File: config.mk
export PLATFORM = sky130hd
export DESIGN_NAME = imm_extend_stage
export DESIGN_NICKNAME = d
export VERILOG_FILES = /design/src/rtl/imm_extend_stage.sv
export SDC_FILE = /design/constraint.sdc
export NUM_CORES = 1
export LEC_CHECK = 0
export BUFFER_PORTS_ARGS = -buffer_cell sky130_fd_sc_hd__clkbuf_2
export CORE_MARGIN = 1.5
export CORE_UTILIZATION = 54
export DETAILED_ROUTE_END_ITERATION = 12
export PLACE_DENSITY = 0.81
export SLEW_MARGIN = 20
export SYNTH_ARGS = -nofsm -noshare
export SYNTH_HDL_FRONTEND = slang
export SYNTH_SLANG_ARGS = --single-unit
File: constraint.sdc
create_clock -name clk -period 4.8 [get_ports clk]
set_input_delay 0.96 -clock clk [delete_from_list [all_inputs] [get_ports clk]]
set_output_delay 0.96 -clock clk [all_outputs]
set_load 0.05 [all_outputs]
File: src/rtl/imm_extend_stage.sv
`default_nettype none
// ============================================================================
// Module   : imm_extend_stage
// Purpose  : Pipelined RV32/RV64 immediate extender behind a 2-entry skid
//            buffer. Optional LUI+ADDI fusion when IMM_FUSE_EN is defined.
// Revision : 1.0 - initial release
// ============================================================================
module imm_extend_stage #(
  parameter int XLEN  = 64,
  parameter int TAG_W = 6,
  parameter int CNT_W = 8
) (
  input  logic             clk,
  input  logic             reset,
  input  logic             flush,
  input  logic             in_valid,
  output logic             in_ready,
  input  logic [2:0]       in_immsrc,
  input  logic [31:0]      in_instr,
  input  logic [TAG_W-1:0] in_tag,
  input  logic             in_fuse,
  output logic             out_valid,
  input  logic             out_ready,
  output logic [XLEN-1:0]  out_imm,
  output logic [TAG_W-1:0] out_tag,
  output logic             out_illegal,
  output logic             out_fused,
  output logic [CNT_W-1:0] illegal_count
);

  localparam int SH_W = $clog2(XLEN);

  typedef struct packed {
    logic [XLEN-1:0]  imm;
    logic [TAG_W-1:0] tag;
    logic             illegal;
    logic             fused;
  } beat_t;

  beat_t            slot0_q, slot0_d, slot1_q, slot1_d;
  beat_t            new_beat, beat_a, beat_b;
  logic [1:0]       cnt_q, cnt_d;
  logic             in_ready_q, in_ready_d;
  logic [CNT_W-1:0] ill_cnt_q, ill_cnt_d;
  logic             accept, pop, push_a, push_b, hold_mode;
  logic             unused_opcode;

  function automatic logic [XLEN-1:0] sext32(input logic [31:0] v);
    return XLEN'($signed(v));
  endfunction

  assign accept        = in_valid & in_ready_q;
  assign pop           = (cnt_q != 2'd0) & out_ready;
  assign unused_opcode = ^in_instr[6:0];

  always_comb begin
    new_beat     = '0;
    new_beat.tag = in_tag;
    case (in_immsrc)
      3'd0: new_beat.imm = sext32({{20{in_instr[31]}}, in_instr[31:20]});
      3'd1: new_beat.imm[SH_W-1:0] = in_instr[20 +: SH_W];
      3'd2: new_beat.imm = sext32({{20{in_instr[31]}}, in_instr[31:25], in_instr[11:7]});
      3'd3: new_beat.imm = sext32({in_instr[31:12], 12'b0});
      3'd4: new_beat.imm = sext32({{11{in_instr[31]}}, in_instr[31], in_instr[19:12],
                                   in_instr[20], in_instr[30:21], 1'b0});
      3'd5: new_beat.imm = sext32({{19{in_instr[31]}}, in_instr[31], in_instr[7],
                                   in_instr[30:25], in_instr[11:8], 1'b0});
      3'd6: new_beat.imm[4:0] = in_instr[19:15];
      default: new_beat.illegal = 1'b1;
    endcase
  end

`ifdef IMM_FUSE_EN
  typedef enum logic [0:0] {S_IDLE, S_HOLD_U} fuse_state_e;

  fuse_state_e state_q, state_d;
  beat_t       held_q, held_d;
  logic        fuse_u, fuse_i;

  assign fuse_u = in_fuse & (in_immsrc == 3'd3);
  assign fuse_i = in_fuse & (in_immsrc == 3'd0);

  always_ff @(posedge clk or posedge reset) begin
    if (reset) begin
      state_q <= S_IDLE;
      held_q  <= '0;
    end else begin
      state_q <= state_d;
      held_q  <= held_d;
    end
  end

  always_comb begin
    state_d = state_q;
    held_d  = held_q;
    push_a  = 1'b0;
    push_b  = 1'b0;
    beat_a  = new_beat;
    beat_b  = new_beat;
    if (accept) begin
      case (state_q)
        S_IDLE: begin
          if (fuse_u) begin
            state_d = S_HOLD_U;
            held_d  = new_beat;
          end else begin
            push_a = 1'b1;
          end
        end
        S_HOLD_U: begin
          push_a = 1'b1;
          if (fuse_i) begin
            beat_a.imm   = held_q.imm + new_beat.imm;
            beat_a.fused = 1'b1;
            state_d      = S_IDLE;
          end else begin
            // Release the held U first; a new fusable U takes its place.
            beat_a = held_q;
            if (fuse_u) begin
              held_d = new_beat;
            end else begin
              push_b  = 1'b1;
              state_d = S_IDLE;
            end
          end
        end
        default: state_d = S_IDLE;
      endcase
    end
    if (flush) begin
      state_d = S_IDLE;
    end
  end

  assign hold_mode = (state_d == S_HOLD_U);
`else
  logic unused_fuse;

  assign unused_fuse = in_fuse;
  assign push_a      = accept;
  assign push_b      = 1'b0;
  assign beat_a      = new_beat;
  assign beat_b      = new_beat;
  assign hold_mode   = 1'b0;
`endif

  always_comb begin
    slot0_d   = slot0_q;
    slot1_d   = slot1_q;
    cnt_d     = cnt_q;
    ill_cnt_d = ill_cnt_q;
    if (pop) begin
      slot0_d = slot1_q;
      cnt_d   = cnt_q - 2'd1;
    end
    if (push_a) begin
      if (cnt_d == 2'd0) slot0_d = beat_a;
      else               slot1_d = beat_a;
      cnt_d = cnt_d + 2'd1;
    end
    if (push_b) begin
      if (cnt_d == 2'd0) slot0_d = beat_b;
      else               slot1_d = beat_b;
      cnt_d = cnt_d + 2'd1;
    end
    if (flush) begin
      cnt_d = 2'd0;
    end
    if (accept && new_beat.illegal && (ill_cnt_q != {CNT_W{1'b1}})) begin
      ill_cnt_d = ill_cnt_q + CNT_W'(1);
    end
    // A held U may release two beats at once, so it needs an empty buffer.
    in_ready_d = hold_mode ? (cnt_d == 2'd0) : (cnt_d != 2'd2);
  end

  always_ff @(posedge clk or posedge reset) begin
    if (reset) begin
      slot0_q    <= '0;
      slot1_q    <= '0;
      cnt_q      <= 2'd0;
      in_ready_q <= 1'b0;
      ill_cnt_q  <= '0;
    end else begin
      slot0_q    <= slot0_d;
      slot1_q    <= slot1_d;
      cnt_q      <= cnt_d;
      in_ready_q <= in_ready_d;
      ill_cnt_q  <= ill_cnt_d;
    end
  end

  assign in_ready      = in_ready_q;
  assign out_valid     = (cnt_q != 2'd0);
  assign out_imm       = slot0_q.imm;
  assign out_tag       = slot0_q.tag;
  assign out_illegal   = slot0_q.illegal;
  assign out_fused     = slot0_q.fused;
  assign illegal_count = ill_cnt_q;

endmodule
`default_nettype wire

==> out/metrics.yaml <==
outcome:
  status: "completed"
timing:
  timing.slew.headroom_pct: 35.5
  timing.setup.tns_ns: 0
  setup_viol: 0
  max_freq_ghz: 0.333
  hold_violations: 0
  postLayoutSetupSlackWorst_ns: 1.79
  setup_repair_after_global_routing_missed_its_margin: "no"
  clock_skew_ns: 0.00455
  final.period_utilization_pct: 62.6
  time_the_worst_path_needs_with_i_o_delays_and_setup_ns: 3.01
  timing_worst_slew_pin_value_ns: 0.940
  pins_over_slew_limit: 0
yosys:
  async_flop_share_pct: 100
  synthesis.area_um2: 5590
  ys_seq_area_share_pct: 54.6
  synth-edff-count: 0
  synth.ff_latch_count: 122
  synthCells: 552
  synth_area_leader_cell: "sky130_fd_sc_hd__dfrtp_1"
  yosys_warnings: 0
  syn-num-nets: 602
  yosysUniqueCellTypes: 46
  dominantRegCellSynth: "sky130_fd_sc_hd__dfrtp_1"
  post_synth.cell_area_avg_um2: 10.1
  synth_top_area_share_pct: 54.6
  synth_area_leaders: "sky130_fd_sc_hd__dfrtp_1 55%, sky130_fd_sc_hd__nand2_1 8.7%, sky130_fd_sc_hd__mux2_2 6.2%"
global_routing:
  gr-total-overflow: 0
  grt.total_usage_pct: 24.4
  grt_antenna_before_repair: 0
  grt_pass1_wl_um: 21300
  grt_pass1_vias: 4353
  largest_net_degree_at_the_start_of_global_routing: 78
floorplanning:
  die_area_um2: 11000
  vertical_die_dimension_um: 105
  dieWidth_um: 105
  placeableCoreArea_um2: 9910
  start_util_pct: 56.4
  top_ports: 129
  rows: 36
worst_setup_path:
  startpoint: "cnt_q[0]"
  worstReg2RegEnd: "slot1_q[13]"
  critical_path.startpoint_type: "flip-flop"
  flop2flop_setup_slack_ns: 1.79
  crit_fanout: 47
  setup.worst_path.end: "slot1_q[13]"
  crit_path_capture_type: "flip-flop"
  worstSetupPathType: "reg2reg"
  reg2reg_from: "cnt_q[0]"
  cp.required_ns: 5.18
  worst-r2r-cell-count: 9
  arrival_ns: 3.39
routing:
  via_count: 4402
  viasPerCell: 5.49
  wl_met3_um: 584
  highest-signal-layer: "met4"
  drtAntennaViolNets: 0
  drcViolationCount: 0
  drt-met1-wl_um: 5570
  wl_per_cell_um: 16.1
  drt-pass1-iter-count: 4
  routed_wl_um: 12900
  met2_wirelength_um: 6510
  first_iter_violations: 246
clocking:
  tritoncts: "built"
  clk_latency_ns: 0.51
  clock_root_buffer_master: "sky130_fd_sc_hd__clkbuf_8"
  cts.path.max_buffers: 2
  cts_inserted_buffers: 17
  clk_pin_slew_worst_paths_ns: 0.06
  ctsHtreeMaxLevel: 4
  number_of_buffers_inserted_by_hold_repair_at_cts: 0
  tritoncts_num_sinks: 122
  ctsResizeCount: 0
  cts_setup_buffers: 0
layout:
  drive_above_1_share_pct: 32.1
  flow.area_growth_from_synthesis_pct: 20.2
  final_common_cell: "sky130_fd_sc_hd__nand2_1"
  mostFrequentLayoutCells: "129 x sky130_fd_sc_hd__nand2_1, 122 x sky130_fd_sc_hd__dfrtp_1, 120 x sky130_fd_sc_hd__clkbuf_2"
  nets: 706
  antenna-diode-count: 0
placed_design:
  io_buffer_count: 120
  dpl_worst_slack_ns: 1.39
  placer_congestion: 0.841
  dp_hpwl_um: 8200
power_and_ir_drop:
  peakVddDrop_uv: 487
  power_leakage_nw: 3.25
  power_per_unit_of_standard_cell_area_nw_per_um2: 851
run:
  max-cap-violations: 0
hold_path:
  worstHoldPathCells: 2
  hold_class: "reg2reg"
[worst min path at each step]
stage | startpoint | to | slack [ns]
6_report | slot1_q[8] | slot1_q[8] | 0.47
4_1_cts | slot1_q[8] | slot1_q[8] | 0.48
2_1_floorplan | slot1_q[10] | slot1_q[10] | 0.44
5_1_grt | slot1_q[18] | slot1_q[18] | 0.50
3_5_place_dp | slot1_q[8] | slot1_q[8] | 0.47
3_3_place_gp | slot1_q[8] | slot1_q[8] | 0.46
[state kept, by name, indices dropped and copies added, names as in the netlist]
| name | count |
|---|---|
| cnt_q | 2 |
| illegal_count | 8 |
| in_ready | 1 |
| out_fused | 1 |
| out_illegal | 1 |
| out_imm | 64 |
| out_tag | 6 |
| slot1_q | 39 |
[cells in the mapped netlist, types with 6 or more instances]
master,number
sky130_fd_sc_hd__a21oi_1,53
sky130_fd_sc_hd__a21oi_2,8
sky130_fd_sc_hd__a31oi_1,12
sky130_fd_sc_hd__buf_2,17
sky130_fd_sc_hd__buf_4,11
sky130_fd_sc_hd__buf_6,9
sky130_fd_sc_hd__dfrtp_1,122
sky130_fd_sc_hd__inv_1,7
sky130_fd_sc_hd__mux2_2,31
sky130_fd_sc_hd__mux2i_1,6
sky130_fd_sc_hd__nand2_1,129
sky130_fd_sc_hd__nor2_1,22
sky130_fd_sc_hd__o21ai_0,45
sky130_fd_sc_hd__o21ai_1,15
[stage by stage]
stage / total power [mW] / cell area, um^2 / utilization, % / hold WS (ns) / instances
after floorplan: 3.93 / 5590 / - / 0.444 / 552
after global placement: 4.35 / 6130 / 61.8 / 0.457 / 770
after detailed placement: 4.45 / 6130 / 61.8 / 0.466 / 770
after CTS: 5.75 / 6720 / 67.8 / 0.479 / 802
after global routing: 6.05 / 6720 / 67.8 / 0.502 / 802
final: 5.72 / 6720 / 67.8 / 0.474 / 802
[critical path, stage by stage (launching register included)]
cell and delay, ns:
sky130_fd_sc_hd__dfrtp_1 0.38, sky130_fd_sc_hd__inv_1 0.06, sky130_fd_sc_hd__ha_1 0.23, sky130_fd_sc_hd__nor2b_2 0.11, sky130_fd_sc_hd__buf_4 0.33, sky130_fd_sc_hd__xnor2_2 0.20
sky130_fd_sc_hd__ha_1 0.28, sky130_fd_sc_hd__nand2b_2 0.73, sky130_fd_sc_hd__buf_4 0.40, sky130_fd_sc_hd__o21ai_0 0.14
[layer usage]
metal | GRT usage, % | vias up
met4 | 8.81 | 0
met5 | 0 | -
met3 | 6.30 | 22
met2 | 39.8 | 131
li1 | - | 2101
met1 | 31.6 | 2148
[layout make-up]
type | instances | area [um^2]
fillers | 792 | 3190
repair buffers | 127 | 653
clock inverters | 14 | 171
inverters | 7 | 28.8
clock buffers | 18 | 418
well taps | 133 | 166
flip-flops and latches | 122 | 3050
multi-input cells | 381 | 2220
[where the power goes]
part	internal [mW]	switching (mW)	leakage [nW]
logic	0.729	1.99	1.44
registers	1.49	0.253	1.52
clock network	0.793	0.464	0.282
[cell families after synthesis]
family                   count (synthesis)  share of synthesized area (%)
AO/OA/AOI/OAI                          150                           15.6
XOR/XNOR                                 4                          0.762
adder cells (fa/ha/maj)                  3                          0.672
buffers and inverters                   49                           5.67
flip-flops                             122                           54.6
multiplexers                            42                           8.67
AND/OR/NAND/NOR                        182                           14.0
No activity file was read; power rests on OpenSTA's default activity.
